File: config.mk
export PLATFORM = sky130hd
export DESIGN_NAME = mem_port_arbiter
export DESIGN_NICKNAME = d
export VERILOG_FILES = /design/src/rtl/mem_port_arbiter.sv
export SDC_FILE = /design/constraint.sdc
export NUM_CORES = 1
export LEC_CHECK = 0
export ABC_AREA = 1
export CAP_MARGIN = 20
export CORE_MARGIN = 1
export CORE_UTILIZATION = 41
export CTS_CLUSTER_DIAMETER = 30
export DETAILED_ROUTE_END_ITERATION = 16
export HOLD_SLACK_MARGIN = 0.06
export PLACE_DENSITY = 0.87
export SETUP_SLACK_MARGIN = 0.3
export SKIP_CTS_REPAIR_TIMING = 1
export SYNTH_ARGS = -nofsm -noshare
export SYNTH_HDL_FRONTEND = slang
export SYNTH_SLANG_ARGS = --single-unit
File: constraint.sdc
create_clock -name clk -period 1.8 [get_ports clk]
set_clock_uncertainty 0.2 [all_clocks]
set_input_delay 0.27 -clock clk [delete_from_list [all_inputs] [get_ports clk]]
set_output_delay 0.27 -clock clk [all_outputs]
set_load 0.01 [all_outputs]
File: src/rtl/mem_port_arbiter.sv
// Shared memory port arbiter between instruction fetch (I) and load/store (D).
// Latency: request seen in IDLE -> mem_req next cycle; x_ack 1 cycle after mem_ack; 3+k cycles per access.
// Backpressure: requesters hold x_req until x_ack; memory stalls by delaying mem_ack.
//
// Ports:
//   clk, reset          rising-edge clock, synchronous active-high reset
//   i_req/i_addr        fetch request (read-only); i_ack/i_rdata completion
//   d_req/d_we/d_addr/d_wdata  load/store request; d_ack/d_rdata completion
//   mem_req/mem_we/mem_addr/mem_wdata  registered memory request, held until mem_ack
//   mem_rdata/mem_ack   memory response
//   busy                high while a transaction is in WAIT or RESP
//   grant_d             owner of current/last transaction (1 = D)
module mem_port_arbiter #(
  parameter int AW           = 32,
  parameter int DW           = 32,
  parameter int STARVE_LIMIT = 4
) (
  input  logic          clk,
  input  logic          reset,
  input  logic          i_req,
  input  logic [AW-1:0] i_addr,
  output logic          i_ack,
  output logic [DW-1:0] i_rdata,
  input  logic          d_req,
  input  logic          d_we,
  input  logic [AW-1:0] d_addr,
  input  logic [DW-1:0] d_wdata,
  output logic          d_ack,
  output logic [DW-1:0] d_rdata,
  output logic          mem_req,
  output logic          mem_we,
  output logic [AW-1:0] mem_addr,
  output logic [DW-1:0] mem_wdata,
  input  logic [DW-1:0] mem_rdata,
  input  logic          mem_ack,
  output logic          busy,
  output logic          grant_d
);

  localparam int            SW    = $clog2(STARVE_LIMIT + 1);
  localparam logic [SW-1:0] LIMIT = SW'(STARVE_LIMIT);

  typedef enum logic [1:0] {
    IDLE = 2'd0,
    WAIT = 2'd1,
    RESP = 2'd2
  } state_t;

  state_t        state_q, state_d;
  logic [SW-1:0] streak_q, streak_d;
  logic          mem_req_q, mem_req_d;
  logic          mem_we_q, mem_we_d;
  logic [AW-1:0] mem_addr_q, mem_addr_d;
  logic [DW-1:0] mem_wdata_q, mem_wdata_d;
  logic          i_ack_q, i_ack_d;
  logic          d_ack_q, d_ack_d;
  logic [DW-1:0] i_rdata_q, i_rdata_d;
  logic [DW-1:0] d_rdata_q, d_rdata_d;
  logic          busy_q, busy_d;
  logic          grant_d_q, grant_d_d;

  // Fetch wins only when it is alone, or when data has monopolised the
  // port for STARVE_LIMIT consecutive grants while fetch was waiting.
  logic pick_i;
  assign pick_i = i_req && (!d_req || (streak_q == LIMIT));

  always_comb begin
    state_d     = state_q;
    streak_d    = streak_q;
    mem_req_d   = mem_req_q;
    mem_we_d    = mem_we_q;
    mem_addr_d  = mem_addr_q;
    mem_wdata_d = mem_wdata_q;
    i_ack_d     = 1'b0;
    d_ack_d     = 1'b0;
    i_rdata_d   = i_rdata_q;
    d_rdata_d   = d_rdata_q;
    grant_d_d   = grant_d_q;

    case (state_q)
      IDLE: begin
        if (d_req || i_req) begin
          mem_req_d = 1'b1;
          state_d   = WAIT;
          if (pick_i) begin
            mem_we_d    = 1'b0;
            mem_addr_d  = i_addr;
            mem_wdata_d = '0;
            grant_d_d   = 1'b0;
            streak_d    = '0;
          end else begin
            mem_we_d    = d_we;
            mem_addr_d  = d_addr;
            mem_wdata_d = d_wdata;
            grant_d_d   = 1'b1;
            // Only count grants that actually made a fetch wait.
            if (i_req) begin
              if (streak_q != LIMIT) begin
                streak_d = streak_q + SW'(1);
              end
            end else begin
              streak_d = '0;
            end
          end
        end
      end

      WAIT: begin
        if (mem_ack) begin
          mem_req_d = 1'b0;
          mem_we_d  = 1'b0;
          state_d   = RESP;
          if (grant_d_q) begin
            d_ack_d = 1'b1;
            // Stores leave the last load data untouched.
            if (!mem_we_q) begin
              d_rdata_d = mem_rdata;
            end
          end else begin
            i_ack_d   = 1'b1;
            i_rdata_d = mem_rdata;
          end
        end
      end

      RESP: begin
        // Requests are not sampled here: the requester only sees its ack
        // this cycle, so its req line still reflects the finished access.
        state_d = IDLE;
      end

      default: begin
        state_d = IDLE;
      end
    endcase

    busy_d = (state_d != IDLE);
  end

  always_ff @(posedge clk) begin
    if (reset) begin
      state_q     <= IDLE;
      streak_q    <= '0;
      mem_req_q   <= 1'b0;
      mem_we_q    <= 1'b0;
      mem_addr_q  <= '0;
      mem_wdata_q <= '0;
      i_ack_q     <= 1'b0;
      d_ack_q     <= 1'b0;
      i_rdata_q   <= '0;
      d_rdata_q   <= '0;
      busy_q      <= 1'b0;
      grant_d_q   <= 1'b0;
    end else begin
      state_q     <= state_d;
      streak_q    <= streak_d;
      mem_req_q   <= mem_req_d;
      mem_we_q    <= mem_we_d;
      mem_addr_q  <= mem_addr_d;
      mem_wdata_q <= mem_wdata_d;
      i_ack_q     <= i_ack_d;
      d_ack_q     <= d_ack_d;
      i_rdata_q   <= i_rdata_d;
      d_rdata_q   <= d_rdata_d;
      busy_q      <= busy_d;
      grant_d_q   <= grant_d_d;
    end
  end

  assign mem_req   = mem_req_q;
  assign mem_we    = mem_we_q;
  assign mem_addr  = mem_addr_q;
  assign mem_wdata = mem_wdata_q;
  assign i_ack     = i_ack_q;
  assign d_ack     = d_ack_q;
  assign i_rdata   = i_rdata_q;
  assign d_rdata   = d_rdata_q;
  assign busy      = busy_q;
  assign grant_d   = grant_d_q;

endmodule
==> results of run 1 <==
==> kinds of logic after synthesis <==
logic type | share of synthesized area
flops | 0.488
buf+inv | 0.0934
simple gates | 0.349
xor+xnor | 0.00154
fa+ha+maj | 0.00439
compound gates | 0.0643
==> final timing paths <==
| kind | startpoint | depth (start not counted) | endpoint |
|---|---|---|---|
| max | streak_q[1] | 10 | mem_addr[23] |
| min | reset | 4 | state_q[1] |
| max reg2reg | streak_q[1] | 10 | mem_addr[23] |
| min reg2reg | i_rdata[1] | 2 | i_rdata[1] |
==> registers in the layout, indices dropped and copies added (netlist names) <==
register   count
d_ack          1
d_rdata       32
state_q        2
busy           1
mem_req        1
mem_wdata     32
i_rdata       32
streak_q       3
grant_d        1
mem_we         1
mem_addr      32
i_ack          1
==> cell usage after synthesis, drive strengths merged <==
library cell / n
nor2: 140
clkbuf: 25
nand3: 131
nand2: 203
dfxtp: 139
o21ai: 2
xnor2: 1
a21oi: 70
nand3b: 1
nand4: 1
or2: 1
clkinv: 1
ha: 2
a31oi: 1
inv: 72
buf: 33
==> final cells by class <==
| class | instances | share of cell area |
|---|---|---|
| Sequential cell | 139 | 0.245 |
| Timing Repair Buffer | 337 | 0.362 |
| Antenna cell | 1 | 0.000219 |
| Clock buffer | 25 | 0.0417 |
| Clock inverter | 7 | 0.00581 |
| Inverter | 73 | 0.0242 |
| Multi-Input combinational cell | 555 | 0.302 |
| Tap cell | 176 | 0.0193 |
==> worst register-to-register path: stages (launching register included) <==
cell	delay, ns
dfxtp_2	0.36
inv_2	0.06
ha_4	0.16
nand2_4	0.10
nand2_8	0.13
buf_12	0.19
buf_12	0.14
nand3_2	0.09
nand3_2	0.11
nand2_1	0.10
inv_1	0.05
==> per-layer routing <==
layer / vias to the layer above / part of all wire / GRT usage
met5: - / 0 / 0
met4: 0 / 0.060 / 0.0898
met3: 153 / 0.090 / 0.0889
met2: 551 / 0.51 / 0.417
met1: 3422 / 0.34 / 0.261
li1: 3190 / - / -
==> where the power goes <==
| part | internal [W] | switching [W] | total, W |
|---|---|---|---|
| clock | 0.00197 | 0.00135 | 0.00332 |
| combinational | 0.00117 | 0.00121 | 0.00238 |
| sequential | 0.00328 | 0.000118 | 0.00340 |
| total | 0.00642 | 0.00268 | 0.00910 |
==> stage by stage <==
stage | total power (W) | hold WS [ns]
2_1_floorplan | 0.00418 | 0.219
3_3_place_gp | 0.00506 | 0.247
3_5_place_dp | 0.00510 | 0.251
4_1_cts | 0.00833 | 0.0458
5_1_grt | 0.00937 | 0.120
6_report | 0.00910 | 0.0915
==> reports/metrics.sh, run 1 <==
RUN_STATUS='completed'
YS_WARN_COUNT=0
WORST_SKEW_PAIR.LATE_LATENCY_NS=0.42
TIMING_WORST_SETUP_PATH_TYPE='reg -> reg'
FP.DIEW_UM=120
SEQ_AREA_FRAC_SYNTH=0.488
FINAL_CORE_UTILIZATION=0.852
LAYOUT-DRIVE-GT1-SHARE=0.254
MOST_FREQUENT_STANDARD_CELL_IN_THE_LAYOUT_EXCLUDING_FILL_AND_TAP_CELLS='nand2_1'
MAX_FREQ_MHz=556
GRT_FIRST_PASS_WIRELENGTH_UM=27400
GLOBAL_ROUTE.OVERFLOW_TOTAL=0
START_UTIL=0.426
IOS=268
SYN_AREA_SQ_UM=5700
CLOCK_TREE.BUFFER_DEPTH=2
CTSROOTBUFFERMASTER='clkbuf_16'
SETUP.REG_TO_REG.WORST_SLACK_NS=0.003
POWER_DENSITY_nW_PER_UM2=798
NETLIST.TOP_CELL.BY_AREA='dfxtp_1'
RSZ0062_AT_GRT='yes'
YS_SEQ_ELEMENTS=139
FIN_CRIT_SH=0.998
FIRSTDRTPASSITERS=6
NETLIST-CELL-TYPE-COUNT=22
CORE_AREA_SQ_UM=13400
PORTBUFFERS=267
CRIT_PATH_CELL_TRACE='inv_2 -> ha_4 -> nand2_4 -> nand2_8 -> buf_12 -> buf_12 -> nand3_2 -> nand3_2 -> nand2_1 -> inv_1'
CTS_INSERTED_BUFFERS=17
DIE-HEIGHT_UM=120
CP_LAUNCH_TYPE='flop'
HOLDCRITPATHCLASS='in -> reg'
POSTSYNTHCELLCOUNT=823
IR_WORST_VDD_mV=0.638
PLACEDCELLCOUNT=1232
DESIGN.FINAL.NETS=1259
CRITICAL_PATH.MAX_FANOUT=8
REGISTER_AREA_SQ_UM=2790
TRITONCTS='built'
DESIGN_AREA_SQ_UM=11400
DRT-TOTAL-WL_UM=27200
DETAIL_ROUTE.WL_PER_CELL_UM=20.7
CTSHTREEMAXLEVEL=4
FINALHOLDVIOLATIONS=0
ANTENNA_FOUND_INITIAL=1
DETAILED_PLACE.AREA_SQ_UM=8630
PLACE_CONGESTION=0.805
FP.DIEAREA_SQ_UM=14400
DP_SLACK_NS=-0.117
TRANSITION_TIME_AT_THE_PIN_WITH_THE_LEAST_SLEW_MARGIN_NS=0.655
ROUTED-VIA-COUNT=7316
DETAILEDROUTE.FIRSTITERATIONVIOLATIONS=725
POST-ROUTE-WORST-SETUP-SLACK_NS=0.00272
GRT_MAX_DEGREE=57
CLKTRANSATPATHREGS_NS=0.06
ANT_NETS=0
WP_DATA_ARRIVAL_NS=1.91
P_LEAK_nW=6.90
N_FILL_CELL=621
DRT_DRC_VIOLATIONS_LEFT=0
SYNTH_TOP_CELLS_BY_AREA='dfxtp_1 49%, nand2_1 13%, nand3_1 11%, nor2_1 9.0%, a21oi_1 6.1%'
TIMING.CRITICAL_PATH.TO_TYPE='flop'
TOTALNEGATIVESETUPSLACK_NS=0
MAX-SLEW-MARGIN-REL=0.563
MAXCAPVIOLATIONS=0
FINALSETUPVIOLATIONS=0
LAYOUTNONFILLERINSTCOUNT=1313
AVGVIACOUNTPERCELL=5.57
REQUIRED_NS=1.91
FINAL-MAX-SLEW-VIOLATION-COUNT=0
FINAL.MIN_CLOCK_PERIOD_NS=1.80
SYN_TO_FINAL_GROWTH_PCT=100
NETLIST.AREA_LEADER.SHARE=0.488
WORST_PATH_MAX_DELAY_CELL='dfxtp_2'
CRITICAL_PATH.N_BUFFERS_INVERTERS=4
SLOWEST_DELAY_NS=0.36
NET_COUNT_AFTER_SYNTHESIS=959
FINAL_CELL_MIX='138 x nand2_1, 135 x dlymetal6s2s_1, 134 x dfxtp_1'
CTS.SINK_COUNT=139
PLACE_HPWL_UM=12100
CRITPATHTOPFAMILY='simple AND/OR/NAND/NOR gates'
MULTI_INPUT_GATE_AREA_SQ_UM=3450
GRT_PASS1_VIAS=5677
OVERALL_GLOBAL_ROUTING_USAGE=0.239
ROWS=42
POST_SYN_AREA_PER_CELL_SQ_UM=6.93
(Power assumes the default switching activity.)
==> run 2: changes to the inputs <==
Settings changed: CORE_UTILIZATION 41 to 44, PLACE_DENSITY 0.87 to 0.92.
Clock period 1.8 ns to 2.25 ns, I/O delays scaled along.
==> run 2 against run 1 <==
Clock power fell by 7.2%. Die area fell by 6.7%. Critical path depth fell by 9. Sequential share of layout area rose by 5.7 points. Register-to-register slack improved by 0.48 ns. Wire length fell by 36%. Power fell by 22%. Sequential power fell by 20%. Cell count fell by 4.8%. Via count fell by 16%.
==> reports/metrics.sh, run 2 (synthesis gave the netlist of run 1 again) <==
RUN_STATUS='completed'
OVERALL_GLOBAL_ROUTING_USAGE=0.257  # +0.0180
GRT_FIRST_PASS_WIRELENGTH_UM=26500  # -3.3%
FP.DIEAREA_SQ_UM=13400  # -6.7%
TRANSITION_TIME_AT_THE_PIN_WITH_THE_LEAST_SLEW_MARGIN_NS=0.477  # -0.178 ns
PORTBUFFERS=267  # unchanged
DIE-HEIGHT_UM=116  # -3.4%
START_UTIL=0.452  # +0.0263
DETAIL_ROUTE.WL_PER_CELL_UM=13.9  # -33%
DRT-TOTAL-WL_UM=17400  # -36%
ROUTED-VIA-COUNT=6122  # -16%
PLACE_CONGESTION=0.782  # -2.7%
DESIGN.FINAL.NETS=1202  # -4.5%
WP_DATA_ARRIVAL_NS=1.38  # -0.53 ns
CRITICAL_PATH.N_BUFFERS_INVERTERS=1  # -3
GLOBAL_ROUTE.OVERFLOW_TOTAL=0  # unchanged
CTSROOTBUFFERMASTER='clkbuf_16'
RSZ0062_AT_GRT='no'
GR-USAGE-MET2=0.456  # +0.0393
MOST_FREQUENT_STANDARD_CELL_IN_THE_LAYOUT_EXCLUDING_FILL_AND_TAP_CELLS='clkdlybuf4s50_1'
CORE_AREA_SQ_UM=12600  # -5.8%
ANT_NETS=0  # unchanged
IR_WORST_VDD_mV=0.444  # -30%
GROUTE.LAYER.MET3.USAGE=0.0915  # +0.00265
TIMING.HOLD.WORST_ENDPOINT='streak_q[0]'
GRTUSAGEMET1=0.266  # +0.00471
FINAL.MIN_CLOCK_PERIOD_NS=1.92
LAYOUT-DRIVE-GT1-SHARE=0.0538  # -0.201
CRITPATHTOPFAMILY='buffers and inverters'
N_FILL_CELL=962  # +55%
CTSHTREEMAXLEVEL=4  # unchanged
TOTALNEGATIVESETUPSLACK_NS=0  # unchanged
GRT_PASS1_VIAS=5628  # -0.86%
FIN_CRIT_SH=0.852
FP.DIEW_UM=116  # -3.4%
FINAL_CORE_UTILIZATION=0.730  # -0.121
IOS=268  # unchanged
CTS.SINK_COUNT=139  # unchanged
MAXCAPVIOLATIONS=0  # unchanged
DETAILEDROUTE.FIRSTITERATIONVIOLATIONS=384  # -47%
HOLDCRITPATHCLASS='in -> reg'
HOLD-PATH-CELL-COUNT=4  # unchanged
FINALSETUPVIOLATIONS=0  # unchanged
P_LEAK_nW=3.91  # -43%
MAX_FREQ_MHz=522
AVGVIACOUNTPERCELL=4.90  # -12%
ANTENNA_FOUND_INITIAL=0  # -1
GRT_MAX_DEGREE=105  # +84%
WORST_R2R_STARTPOINT='state_q[1]'
FINAL-MAX-SLEW-VIOLATION-COUNT=0  # unchanged
RR_WORST_DEPTH=6  # -4
FINALHOLDVIOLATIONS=0  # unchanged
REQUIRED_NS=1.71  # -0.20 ns
MAX-SLEW-MARGIN-REL=0.682  # +0.119
CP_LAUNCH_TYPE='flop'
TIMING.CRITICAL_PATH.TO_TYPE='output port'
CLOCK_TREE.BUFFER_DEPTH=2  # unchanged
CRITICAL_PATH.MAX_FANOUT=2  # -6
NUM_ANTENNA_CELLS=0  # -1
ROWS=41  # -2.4%
FINAL_CELL_MIX='266 x clkdlybuf4s50_1, 201 x nand2_1, 138 x dfxtp_1'
DRT_DRC_VIOLATIONS_LEFT=0  # unchanged
GRT_MOST_USED_LAYER='met2'
WORST_SKEW_PAIR.LATE_LATENCY_NS=0.41  # about the same
SLOWEST_DELAY_NS=0.57  # +0.21 ns
PLACE_HPWL_UM=11800  # -2.5%
MIN-DELAY-START='reset'
TIMING_WORST_SETUP_PATH_TYPE='reg -> out'
FIRSTDRTPASSITERS=5  # -1
WORST_PATH_MAX_DELAY_CELL='clkdlybuf4s50_1'
CTS_INSERTED_BUFFERS=17  # unchanged
R2R-END='mem_wdata[20]'
SETUP.REG_TO_REG.WORST_SLACK_NS=0.48  # +0.48 ns
CLKTRANSATPATHREGS_NS=0.06  # about the same
SYN_TO_FINAL_GROWTH_PCT=61.5
CRIT_PATH_CELL_TRACE='clkdlybuf4s50_1'
POWER_DENSITY_nW_PER_UM2=770  # -3.5%
TRITONCTS='built'
## run 2: layout make-up
cell class / count / area, sq um / area share
Inverter: 73 / 274 / 0.0297
Multi-Input combinational cell: 553 / 2400 / 0.261
Clock inverter: 11 / 190 / 0.0206
Tap cell: 172 / 215 / 0.0234
Clock buffer: 20 / 467 / 0.0506
Timing Repair Buffer: 282 / 2880 / 0.313
Sequential cell: 139 / 2780 / 0.302
## run 2: worst max-delay path by stage
stage                            from       endpoint  slack (ns)  cells past startpoint
final                     i_rdata[16]    i_rdata[16]        0.33                      1
after global routing      i_rdata[16]    i_rdata[16]        0.31                      1
after CTS                     grant_d        grant_d        0.28                      1
after detailed placement        i_req  mem_wdata[20]        0.14                      6
after global placement          i_req   mem_addr[20]        0.21                      7
after floorplan           streak_q[0]   mem_wdata[0]        0.64                      9
## run 2: per-stage QoR
stage,setup WS (ns),hold WS (ns),std cells,cell area (sq um),power (W)
after floorplan,0.640,0.262,823,5700,0.00334
after global placement,0.211,0.248,1219,8550,0.00402
after detailed placement,0.144,0.253,1219,8550,0.00406
after CTS,0.284,0.0489,1250,9210,0.00715
after global routing,0.309,0.0824,1250,9220,0.00740
final,0.334,0.0621,1250,9220,0.00710
## run 2: layer usage
layer  part of all wire  vias up
li1                   -     3062
met1               0.37     2781
met2               0.52      235
met3              0.078       44
met4              0.032        0
met5                  0        -
## run 2: power breakdown
part | switching [W] | total, W | internal (W) | leakage [nW]
combinational | 0.000625 | 0.00130 | 0.000676 | 2.45
sequential | 0.0000851 | 0.00271 | 0.00263 | 1.14
clock | 0.00104 | 0.00308 | 0.00205 | 0.322
total | 0.00175 | 0.00710 | 0.00535 | 3.91
==> run 3: changes to the inputs <==
Settings changed: CORE_MARGIN 1 to 4, SETUP_SLACK_MARGIN 0.3 to 0.4.
==> run 3 against run 2 <==
Utilization up 1.1 points. Maximum frequency up 5.4%. Critical endpoint is now mem_wdata[2]. Clock power down 18%. Clock-buffer cell count up 3. Largest power group is now sequential cells. Wire length up 6.0%. Register-to-register slack better by 0.09 ns.
==> reports/metrics.sh, run 3 (synthesis gave the netlist of run 1 again) <==
CLOCK_TREE.BUFFER_DEPTH=2  # unchanged
DIE-HEIGHT_UM=122  # +5.2%
GRT_MAX_DEGREE=105  # unchanged
WORST_SKEW_PAIR.LATE_LATENCY_NS=0.40  # about the same
ROUTED-VIA-COUNT=6110  # -0.20%
TOTALNEGATIVESETUPSLACK_NS=0  # unchanged
REQUIRED_NS=1.71  # about the same
IOS=268  # unchanged
FIN_HOLD_WS_NS=0.257  # +0.194 ns
DETAILEDROUTE.FIRSTITERATIONVIOLATIONS=526  # +37%
DETAILED_PLACE.AREA_SQ_UM=8550  # unchanged
ANT_NETS=0  # unchanged
NUM_ANTENNA_CELLS=0  # unchanged
TIMING_WORST_SETUP_PATH_TYPE='reg -> out'
FIN_CRIT_SH=0.808  # -0.0433
SYN_TO_FINAL_GROWTH_PCT=64.6
GRT_FIRST_PASS_WIRELENGTH_UM=27400  # +3.5%
POWER_DENSITY_nW_PER_UM2=693  # -9.9%
CTSHTREEMAXLEVEL=4  # unchanged
SLOWEST_DELAY_NS=0.55  # -0.02 ns
DESIGN.FINAL.NETS=1206  # +0.33%
FINALSETUPVIOLATIONS=0  # unchanged
TRITONCTS='built'
DETAIL_ROUTE.WL_PER_CELL_UM=14.7  # +5.7%
GLOBAL_ROUTE.OVERFLOW_TOTAL=0  # unchanged
CORE_AREA_SQ_UM=12700  # +0.41%
CTSROOTBUFFERMASTER='clkbuf_16'
CP_LAUNCH_TYPE='flop'
FP.DIEW_UM=122  # +5.2%
RSZ0062_AT_GRT='yes'
AVGVIACOUNTPERCELL=4.88  # -0.43%
PLACE_HPWL_UM=12600  # +6.9%
WP_DATA_ARRIVAL_NS=1.28  # -0.10 ns
CRIT_PATH_CELL_TRACE='clkdlybuf4s50_1'
GRT_PASS1_VIAS=5785  # +2.8%
FINAL.MIN_CLOCK_PERIOD_NS=1.82  # -0.0975 ns
FIRSTDRTPASSITERS=7  # +2
OVERALL_GLOBAL_ROUTING_USAGE=0.232  # -0.0247
P_LEAK_nW=5.70  # +46%
IR_WORST_VDD_mV=0.318  # -28%
CRITICAL_PATH.MAX_FANOUT=2  # unchanged
MAXCAPVIOLATIONS=0  # unchanged
DP_SLACK_NS=0.148  # +0.00405 ns
DRT-TOTAL-WL_UM=18400  # +6.0%
FINALHOLDVIOLATIONS=0  # unchanged
MOST_FREQUENT_STANDARD_CELL_IN_THE_LAYOUT_EXCLUDING_FILL_AND_TAP_CELLS='nand2_1'
TRANSITION_TIME_AT_THE_PIN_WITH_THE_LEAST_SLEW_MARGIN_NS=0.506  # +0.0286 ns
ROWS=41  # unchanged
FINAL_CELL_MIX='201 x nand2_1, 155 x clkdlybuf4s50_1, 139 x dfxtp_1'
MAX_FREQ_MHz=550  # +5.4%
TIMING.CRITICAL_PATH.TO_TYPE='output port'
CRITPATHTOPFAMILY='buffers and inverters'
PORTBUFFERS=267  # unchanged
MAX-SLEW-MARGIN-REL=0.663  # -0.0191
HOLDCRITPATHCLASS='reg -> reg'
WORST_PATH_MAX_DELAY_CELL='clkdlybuf4s50_1'
START_UTIL=0.450  # -0.00183
CTS_INSERTED_BUFFERS=17  # unchanged
POST-ROUTE-WORST-SETUP-SLACK_NS=0.431  # +0.0975 ns
LAYOUT-DRIVE-GT1-SHARE=0.0518  # -0.00200
DRT_DRC_VIOLATIONS_LEFT=0  # unchanged
DESIGN_AREA_SQ_UM=9390  # +1.9%
ANTENNA_FOUND_INITIAL=0  # unchanged
FP.DIEAREA_SQ_UM=14800  # +11%
RUN_STATUS='completed'
FINAL-MAX-SLEW-VIOLATION-COUNT=0  # unchanged
CRITICAL_PATH.N_BUFFERS_INVERTERS=1  # unchanged
PLACE_CONGESTION=0.833  # +6.4%
CLKTRANSATPATHREGS_NS=0.06  # about the same
N_FILL_CELL=910  # -5.4%
CTS.SINK_COUNT=139  # unchanged
[run 3: where the power goes]
group          switching (W)  internal [W]  leakage (nW)  total [W]
Combinational       0.000635      0.000653          4.31    0.00129
Sequential         0.0000818       0.00263          1.14    0.00271
Clock               0.000982       0.00153         0.257    0.00252
[run 3: worst paths after layout]
path | start | endpoint | slack [ns] | cells past startpoint
setup reg to reg | streak_q[0] | mem_addr[0] | 0.57 | 10
hold / removal | mem_req | mem_req | 0.26 | 2
setup / recovery | mem_wdata[2] | mem_wdata[2] | 0.43 | 1
hold reg to reg | mem_req | mem_req | 0.26 | 2
[run 3: cell type report]
type                            instances  area (sq um)  area share
Clock buffer                           23           458      0.0488
Clock inverter                          7          70.1     0.00746
Inverter                               73           274      0.0292
Multi-Input combinational cell        553          2400       0.256
Sequential cell                       139          2780       0.296
Tap cell                              172           215      0.0229
Timing Repair Buffer                  286          3190       0.340
[run 3: per-stage QoR]
step           total power [W]  instances  utilization
6_report               0.00651       1253        0.741
5_1_grt                0.00677       1253        0.741
4_1_cts                0.00658       1249        0.717
3_5_place_dp           0.00406       1219        0.675
3_3_place_gp           0.00403       1219        0.675
2_1_floorplan          0.00334        823            -
[run 3: per-layer routing]
layer	part of all wire	wire length, um	vias up	GRT usage
li1	-	-	3071	-
met1	0.37	6890	2752	0.253
met2	0.53	9780	258	0.426
met3	0.078	1430	29	0.0692
met4	0.018	329	0	0.0826
met5	0	0	-	0
[run 3: worst min-delay path: stages (launching register included)]
cell and delay (ns):
dfxtp_1 0.30, nand2_1 0.06, a21oi_1 0.05
